--- config.mk ---
export PLATFORM = sky130hd
export DESIGN_NAME = dvp_tx_controller
export DESIGN_NICKNAME = d
export VERILOG_FILES = /design/src/rtl/dvp_tx_controller.sv
export SDC_FILE = /design/constraint.sdc
export NUM_CORES = 1
export LEC_CHECK = 0
export CORE_MARGIN = 4
export CORE_UTILIZATION = 56
export DETAILED_ROUTE_END_ITERATION = 10
export HOLD_SLACK_MARGIN = 0.12
export PLACE_DENSITY = 0.82
export SYNTH_ARGS = -nofsm -noshare
export SYNTH_HDL_FRONTEND = slang
export SYNTH_SLANG_ARGS = --single-unit
--- constraint.sdc ---
create_clock -name clk -period 3.9 [get_ports clk]
set_clock_uncertainty 0.15 [all_clocks]
set_input_delay 0.585 -clock clk [delete_from_list [all_inputs] [get_ports clk]]
set_output_delay 0.585 -clock clk [all_outputs]
set_load 0.1 [all_outputs]
--- src/rtl/dvp_tx_controller.sv ---
// DVP transmitter: turns a byte stream into a raster-timed DVP frame
// with PCLK, VSYNC, HSYNC, HREF and data changing on PCLK falling edges.
module dvp_tx_controller #(
  parameter int DVP_DATA_W = 8,
  parameter int PCLK_HALF  = 3,
  parameter int H_ACTIVE   = 640,
  parameter int LINE_LEN   = 1568,
  parameter int HS_LEN     = 160,
  parameter int HBP_LEN    = 80,
  parameter int VS_LINES   = 3,
  parameter int VBP_LINES  = 17,
  parameter int V_ACTIVE   = 480,
  parameter int VFP_LINES  = 10,
  parameter int WAKE_PCLK  = 16
) (
  input  logic                  clk,
  input  logic                  rst,
  input  logic                  en_i,
  input  logic [DVP_DATA_W-1:0] pxl_data_i,
  input  logic                  pxl_valid_i,
  output logic                  pxl_ready_o,
  output logic                  dvp_pclk_o,
  output logic                  dvp_vsync_o,
  output logic                  dvp_hsync_o,
  output logic                  dvp_href_o,
  output logic [DVP_DATA_W-1:0] dvp_d_o,
  output logic                  dvp_pwdn_o,
  output logic                  underflow_o,
  output logic                  frame_done_o
);

  localparam int HMAX = (LINE_LEN > WAKE_PCLK) ? LINE_LEN : WAKE_PCLK;
  localparam int HW   = $clog2(HMAX + 1);
  localparam int VM1  = (VS_LINES > VBP_LINES) ? VS_LINES : VBP_LINES;
  localparam int VM2  = (V_ACTIVE > VFP_LINES) ? V_ACTIVE : VFP_LINES;
  localparam int VMAX = (VM1 > VM2) ? VM1 : VM2;
  localparam int VW   = $clog2(VMAX + 1);
  localparam int DW   = $clog2(PCLK_HALF + 1);

  localparam logic [HW-1:0] HREF_LO = HW'(HS_LEN + HBP_LEN);
  localparam logic [HW-1:0] HREF_HI = HW'(HS_LEN + HBP_LEN + H_ACTIVE);

  typedef enum logic [2:0] {
    S_IDLE, S_WAKE, S_VSYNC, S_VBP, S_ACTIVE, S_VFP
  } state_t;

  state_t          state, state_n;
  logic [DW-1:0]   div;
  logic [HW-1:0]   h_cnt, h_n;
  logic [VW-1:0]   v_cnt, v_n, lines_m1;
  logic            tc, fall, line_end;
  logic            frame_end, href_n, hsync_n;

  assign tc       = div == DW'(PCLK_HALF - 1);
  assign fall     = (state != S_IDLE) && dvp_pclk_o && tc;
  assign line_end = h_cnt == HW'(LINE_LEN - 1);

  always_comb begin
    case (state)
      S_VSYNC:  lines_m1 = VW'(VS_LINES - 1);
      S_VBP:    lines_m1 = VW'(VBP_LINES - 1);
      S_ACTIVE: lines_m1 = VW'(V_ACTIVE - 1);
      default:  lines_m1 = VW'(VFP_LINES - 1);
    endcase
  end

  always_comb begin
    state_n   = state;
    h_n       = h_cnt;
    v_n       = v_cnt;
    frame_end = 1'b0;
    if (state == S_IDLE) begin
      if (en_i) begin
        state_n = S_WAKE;
        h_n     = '0;
        v_n     = '0;
      end
    end else if (fall) begin
      if (state == S_WAKE) begin
        if (h_cnt == HW'(WAKE_PCLK - 1)) begin
          state_n = S_VSYNC;
          h_n     = '0;
        end else begin
          h_n = h_cnt + HW'(1);
        end
      end else if (line_end) begin
        h_n = '0;
        if (v_cnt == lines_m1) begin
          v_n = '0;
          unique case (1'b1)
            state == S_VSYNC:  state_n = S_VBP;
            state == S_VBP:    state_n = S_ACTIVE;
            state == S_ACTIVE: state_n = S_VFP;
            default: begin
              frame_end = 1'b1;
              state_n   = en_i ? S_VSYNC : S_IDLE;
            end
          endcase
        end else begin
          v_n = v_cnt + VW'(1);
        end
      end else begin
        h_n = h_cnt + HW'(1);
      end
    end
    hsync_n = (state_n == S_ACTIVE) && (h_n >= HW'(HS_LEN));
    href_n  = (state_n == S_ACTIVE) && (h_n >= HREF_LO) && (h_n < HREF_HI);
  end

  // the byte is popped on the same edge that puts it on the bus
  assign pxl_ready_o = fall && href_n;

  always_ff @(posedge clk or posedge rst) begin
    if (rst) begin
      state        <= S_IDLE;
      div          <= '0;
      dvp_pclk_o   <= 1'b0;
      h_cnt        <= '0;
      v_cnt        <= '0;
      dvp_vsync_o  <= 1'b0;
      dvp_hsync_o  <= 1'b0;
      dvp_href_o   <= 1'b0;
      dvp_d_o      <= '0;
      dvp_pwdn_o   <= 1'b1;
      underflow_o  <= 1'b0;
      frame_done_o <= 1'b0;
    end else begin
      state        <= state_n;
      h_cnt        <= h_n;
      v_cnt        <= v_n;
      dvp_pwdn_o   <= state_n == S_IDLE;
      frame_done_o <= frame_end;
      if (state == S_IDLE) begin
        div        <= '0;
        dvp_pclk_o <= 1'b0;
      end else if (tc) begin
        div        <= '0;
        dvp_pclk_o <= ~dvp_pclk_o;
      end else begin
        div <= div + DW'(1);
      end
      if (fall) begin
        dvp_vsync_o <= state_n == S_VSYNC;
        dvp_hsync_o <= hsync_n;
        dvp_href_o  <= href_n;
        dvp_d_o     <= (href_n && pxl_valid_i) ? pxl_data_i : '0;
        if (frame_end)
          underflow_o <= 1'b0;
        else if (href_n && !pxl_valid_i)
          underflow_o <= 1'b1;
      end
    end
  end

endmodule

==> results.toml, run 1 <==
[setup_path]
crit_type = "reg2out"
cp_data_required_time_ns = 3.16
critPathArrivalTime_ns = 2.96
timing.rr.end = "dvp_d_o[1]"
path_cells = "or3b_1 -> nor3_1 -> o22ai_2 -> or3_1 -> a31oi_2 -> nand4_1 -> nor2_4 -> buf_12"
cp_top_family = "simple AND/OR/NAND/NOR gates"
critPathMaxStageDelay_ns = 0.53
r2r-start = "state[0]"
crit_fanout = 17
r2r_setup_slack_ns = 0.85
r2r_cells = 8
cpMaxStageDelayCell = "dfrtp_2"
startpoint_type = "flip-flop"
crit_buf_inv = 1
end_kind = "output port"

[synth]
yosysTopAreaCell = "dfrtp_1"
avgSynthCellArea_um2 = 8.91
synth_edf_count = 0
synth_cells = 268
synth_area_um2 = 2390
yosysSeqAreaShare_pct = 42.0
yosys_warnings = 0
synth_fp_nets = 282
ys_top_cells_by_area = "dfrtp_1 41%, nand2_1 6.0%, o21ai_0 5.0%"
async_flop_share_pct = 100
synth_top_area_share_pct = 40.9
ys_ff_latch = 40
ys_types = 60
ys.flop_type = "dfrtp_1"

[global_route]
overflow = 0
grt_max_degree = 23
antenna_found_initial = 0
grt_pass1_vias = 2072
grt_pass1_wl_um = 9850
track_usage_pct = 23.4

[run]
max-cap-violations = 0

[drt]
drc = 0
via_count = 2138
drtIter0Drc = 220
via_per_inst = 6.13
drt_pass1_iterations = 5
drt-total-wl_um = 5680
wl_per_cell_um = 16.3
detail-route-antenna-nets = 0

[layout]
drive_gt1_share_pct = 13.7
antenna_cells = 0
finalInstanceArea_um2 = 2900
final_nets = 312
fill_cells = 291
syn_to_final_growth_pct = 21.4

[placed_design]
dp_hpwl_um = 4110
dpl_cell_area_um2 = 2750
gp_congestion = 0.956
place_ws_ns = 0.339
io_buffers = 27

[timing]
drv_slew = 0
tns_ns = 0
worst_slew_pin_slew_ns = 0.983
finalSetupViolCount = 0
rsz0062_at_grt = "false"
period_share_pct = 94.8
fmax_mhz = 271
period_needed_ns = 3.70
hold_viol_final = 0
worst_slack_ns = 0.203
relSlewSlack_pct = 34.3

[floorplan]
die_area_um2 = 5370
rows = 23
io_pins = 28
core_um2 = 4060
dieWidth_um = 73.3
initial_core_util_pct = 58.9
die_h_um = 73.3

[clock_tree]
cts_root_buffer = "clkbuf_8"
clockBufferDepth = 2
cts.clk_slew.worst_paths_ns = 0.08
cts_tree = "yes"
cts.htree.levels = 2
hold_buffers = 0
cts.sinks = 40
cts_buffers = 5
clk_latency_ns = 0.30

[worst_hold_path]
min_path_cells = 2
worst_hold_path_type = "reg2reg"
holdPathEnd = "dvp_d_o[7]"
min-delay-start = "dvp_d_o[7]"

[status]
outcome = "completed"

[power]
ir_drop_mv = 0.185
power.density_nw_per_um2 = 281
design_power_total_uw = 815
p_leak_nw = 1.12
==> synth_stat cells, types with 4 or more instances <==
library cell,number
a21oi_1,8
a31oi_1,4
and2_1,5
and3_1,8
buf_2,4
clkbuf_1,6
dfrtp_1,39
inv_1,9
nand2_1,38
nand2b_1,7
nand3_1,12
nand4_1,5
nor2_1,14
nor3_1,7
nor4_1,5
o21ai_0,24
o21ai_1,4
o31ai_1,8
o31ai_2,6
==> report_power, final <==
group | switching [mW] | internal [mW]
Combinational | 0.0193 | 0.0154
Sequential | 0.00472 | 0.417
Clock | 0.149 | 0.209
Total | 0.173 | 0.642
==> repair_timing <==
item,in CTS,in global routing
resized for setup,0,9
endpoints found under the setup margin,0,1
buffers inserted,0,0
==> cells by family (layout without fill, tap and decap cells) <==
family	Yosys count	count (layout)	synth area share, %
AND/OR/NAND/NOR	121	121	27.4
AO/OA/AOI/OAI	78	78	23.5
multiplexers	3	3	1.31
flip-flops	40	40	42.0
buffers and inverters	21	52	3.67
adder cells (fa/ha/maj)	2	2	1.05
XOR/XNOR	3	3	1.10
==> placed cells by master (no fill, tap or decap), types with 2 or more instances in the layout <==
cell type / instances
nand2_1: 38
dfrtp_1: 36
clkdlybuf4s50_1: 26
o21ai_0: 24
nor2_1: 13
nand3_1: 12
inv_1: 9
and3_1: 8
o31ai_1: 8
a21oi_1: 8
buf_4: 8
nand2b_1: 7
nor3_1: 7
o31ai_2: 6
clkbuf_8: 6
nand4_1: 5
nor4_1: 5
and2_1: 5
o21ai_1: 4
or3_1: 3
nand3b_1: 3
xnor2_1: 3
a31oi_1: 3
dfrtp_2: 3
a21boi_0: 2
o311ai_1: 2
o22ai_2: 2
o211ai_1: 2
mux2i_1: 2
a211o_1: 2
nor2b_1: 2
ha_1: 2
==> state kept, by name, indices dropped and copies added, names as in the netlist, 2 cells and up <==
signal,cells
h_cnt,11
dvp_d_o,8
v_cnt,9
state,3
div,2
==> routing by layer <==
metal	vias to the layer above	wire length, µm	global-route usage (%)
met1	1011	2580	32.5
met5	-	0	0
li1	1055	-	-
met4	0	82	7.85
met3	8	260	4.24
met2	64	2750	37.0
==> through the flow <==
stage | instances | utilization [%] | hold WS (ns)
2_1_floorplan | 268 | - | 0.301
6_report | 349 | 71.5 | 0.331
5_1_grt | 349 | 71.5 | 0.357
4_1_cts | 349 | 70.6 | 0.340
3_5_place_dp | 341 | 67.7 | 0.321
3_3_place_gp | 341 | 67.7 | 0.313
==> worst reg2reg max path: stages (launching register included) <==
cell and delay (ns):
dfrtp_2 0.53, or3b_1 0.44, nor3_1 0.24, o22ai_2 0.18, or3_1 0.43, a31oi_2 0.24
nand4_1 0.23, buf_4 0.27, o31ai_2 0.25
==> worst max path at each step <==
stage / from / to / slack [ns] / cells after the start
finish: state[0] / pxl_ready_o / 0.20 / 8
global route: state[0] / pxl_ready_o / 0.02 / 8
CTS: state[0] / pxl_ready_o / 0.11 / 8
detailed placement: en_i / pxl_ready_o / 0.34 / 9
global placement: en_i / pxl_ready_o / 0.37 / 9
floorplan: dvp_pclk_o / pxl_ready_o / 0.001 / 8
==> final cells by class <==
| type | count | area, µm² | share of cell area, % |
|---|---|---|---|
| clock inverter | 2 | 38.8 | 1.34 |
| clock buffer | 6 | 82.6 | 2.85 |
| multi-input combinational | 207 | 1340 | 46.1 |
| tap | 50 | 62.6 | 2.16 |
| sequential | 40 | 1010 | 34.7 |
| timing repair buffer | 35 | 340 | 11.7 |
| inverter | 9 | 33.8 | 1.16 |
(Power assumes the default switching activity.)
==> run 2: changes to the inputs <==
Settings changed: GPL_ROUTABILITY_DRIVEN from default to 0.
==> results of run 2 <==
Final layout, timing and power as in run 1 (identical DEF).
==> run 3: changes to the inputs <==
Settings changed: PLACE_DENSITY 0.82 to 0.85.
==> run 3 against run 2 <==
Against the previous run: sequential power is essentially flat; clock power down 17%; wire length shrank 2.6%; non-clock buffer count shrank 1; largest cell class unchanged; sequential cell count stayed put; sequential share of layout area rose by 0.60 points; highest routed layer unchanged.
==> results.toml, run 3 (same netlist as run 1, synthesis figures left out) <==
[global_route]
grt_max_degree = 41
grt_pass1_vias = 2042
grt_pass1_wl_um = 9270
track_usage_pct = 22.0
antenna_found_initial = 0
overflow = 0

[timing]
tns_ns = 0
rsz0062_at_grt = "false"
fmax_mhz = 269
whs_ns = 0.344
worst_slack_ns = 0.188
finalSetupViolCount = 0
drv_slew = 0
worst_slew_pin_slew_ns = 0.994
relSlewSlack_pct = 33.5
period_needed_ns = 3.71
hold_viol_final = 0
period_share_pct = 95.2

[placed_design]
place_ws_ns = 0.318
dp_hpwl_um = 3920
dpl.cell_count = 340
io_buffers = 27

[status]
outcome = "completed"

[layout]
syn_to_final_growth_pct = 19.2
final_common_cell = "nand2_1"
layout_common_cells = "38 x nand2_1, 37 x dfrtp_1, 26 x clkdlybuf4s50_1"
drive_gt1_share_pct = 12.4
largest-register = "h_cnt"
reg_top3 = "h_cnt x11, v_cnt x9, dvp_d_o x8"
antenna_cells = 0
final_core_util_pct = 70.2
fin_cells = 348
largest_register_ffs = 11
final_nets = 311

[clock_tree]
cts.htree.levels = 2
cts_buffers = 5
cts_tree = "yes"
clk_latency_ns = 0.30
cts_root_buffer = "clkbuf_8"
cts.clk_slew.worst_paths_ns = 0.08
hold_buffers = 0
clockBufferDepth = 2
cts.sinks = 40

[setup_path]
crit_fanout = 17
crit_buf_inv = 1
cp_top_family = "simple AND/OR/NAND/NOR gates"
cp_data_required_time_ns = 3.16
r2r-start = "state[0]"
crit_type = "reg2out"
crit_top_cell = "o22ai_1"
r2r_setup_slack_ns = 0.83
end_kind = "output port"
critPathArrivalTime_ns = 2.98
critPathMaxStageDelay_ns = 0.52
cpMaxStageDelayCell = "dfrtp_2"
r2r_cells = 8
timing.rr.end = "dvp_d_o[3]"
path_cells = "or3b_1 -> a211oi_2 -> o22ai_1 -> or3_1 -> o22ai_1 -> nand4_1 -> nor2_4 -> buf_12"
startpoint_type = "flip-flop"

[floorplan]
die_h_um = 73.3
initial_core_util_pct = 58.9
rows = 23
core_um2 = 4060
dieWidth_um = 73.3
io_pins = 28
die_area_um2 = 5370

[power]
p_sw_share_pct = 23.3
power.density_nw_per_um2 = 264
p_leak_nw = 1.10
power.switching_uw = 176
combPwrFrac_pct = 4.6
clockPowerShare_pct = 39.4
pwr-share-seq_pct = 56.0
p_int_uw = 577
ir_drop_mv = 0.247

[drt]
wl_per_cell_um = 15.9
drt_pass1_iterations = 5
drc = 0
via_count = 2174
detail-route-antenna-nets = 0
drt-total-wl_um = 5530
drtIter0Drc = 229
via_per_inst = 6.25

[worst_hold_path]
worst_hold_path_type = "reg2reg"
min_path_cells = 1
min-delay-start = "div[0]"
holdPathEnd = "div[0]"

[run]
max-cap-violations = 0
==> run 3: worst max path at each step <==
stage                     startpoint           to  slack (ns)  depth (start not counted)
after floorplan           dvp_pclk_o  pxl_ready_o       0.001                          8
after global placement          en_i  pxl_ready_o        0.40                          9
after detailed placement        en_i  pxl_ready_o        0.32                          9
after CTS                   state[0]  pxl_ready_o        0.04                          8
after global routing        state[0]  pxl_ready_o        0.02                          8
final                       state[0]  pxl_ready_o        0.19                          8
==> run 3: per-stage QoR <==
stage	power [mW]	cell area (µm²)
after floorplan	0.447	2400
after CTS	0.761	2830
after global routing	0.780	2850
after global placement	0.464	2740
after detailed placement	0.465	2740
final	0.753	2850
==> run 3: final cells by class <==
cell class                 instances  area, µm²
sequential                        40       1000
fill                             287       1210
multi-input combinational        207       1320
inverter                           9       33.8
tap                               50       62.6
timing repair buffer              34        333
clock inverter                     2       13.8
clock buffer                       6       82.6
==> run 3: layer usage <==
layer | part of all wire [%] | global-route usage, % | wire, µm | vias to the layer above
met5 | 0 | 0 | 0 | -
li1 | - | - | - | 1056
met2 | 48 | 34.9 | 2630 | 86
met3 | 7.3 | 5.20 | 403 | 10
met1 | 43 | 29.4 | 2400 | 1022
met4 | 1.8 | 8.45 | 99 | 0
==> run 3: what timing repair did <==
item | 4_1_cts | 5_1_grt
endpoints found under the setup margin | 0 | 1
buffers inserted | 0 | 0
resized for setup | 0 | 5
==> run 3: power groups by stage <==
stage	logic [mW]	clock network (mW)	registers, mW
6_report	0.0346	0.296	0.422
5_1_grt	0.0391	0.318	0.422
4_1_cts	0.0356	0.304	0.422
3_5_place_dp	0.0350	0	0.430
3_3_place_gp	0.0342	0	0.430
2_1_floorplan	0.0181	0	0.429
==> run 3: worst reg2reg max path: stages (launching register included) <==
cell and delay, ns:
dfrtp_2 0.52, or3b_1 0.44, a211oi_2 0.24, o22ai_1 0.20
or3_1 0.44, o22ai_1 0.25, nand4_1 0.23, buf_4 0.26
o31ai_2 0.26
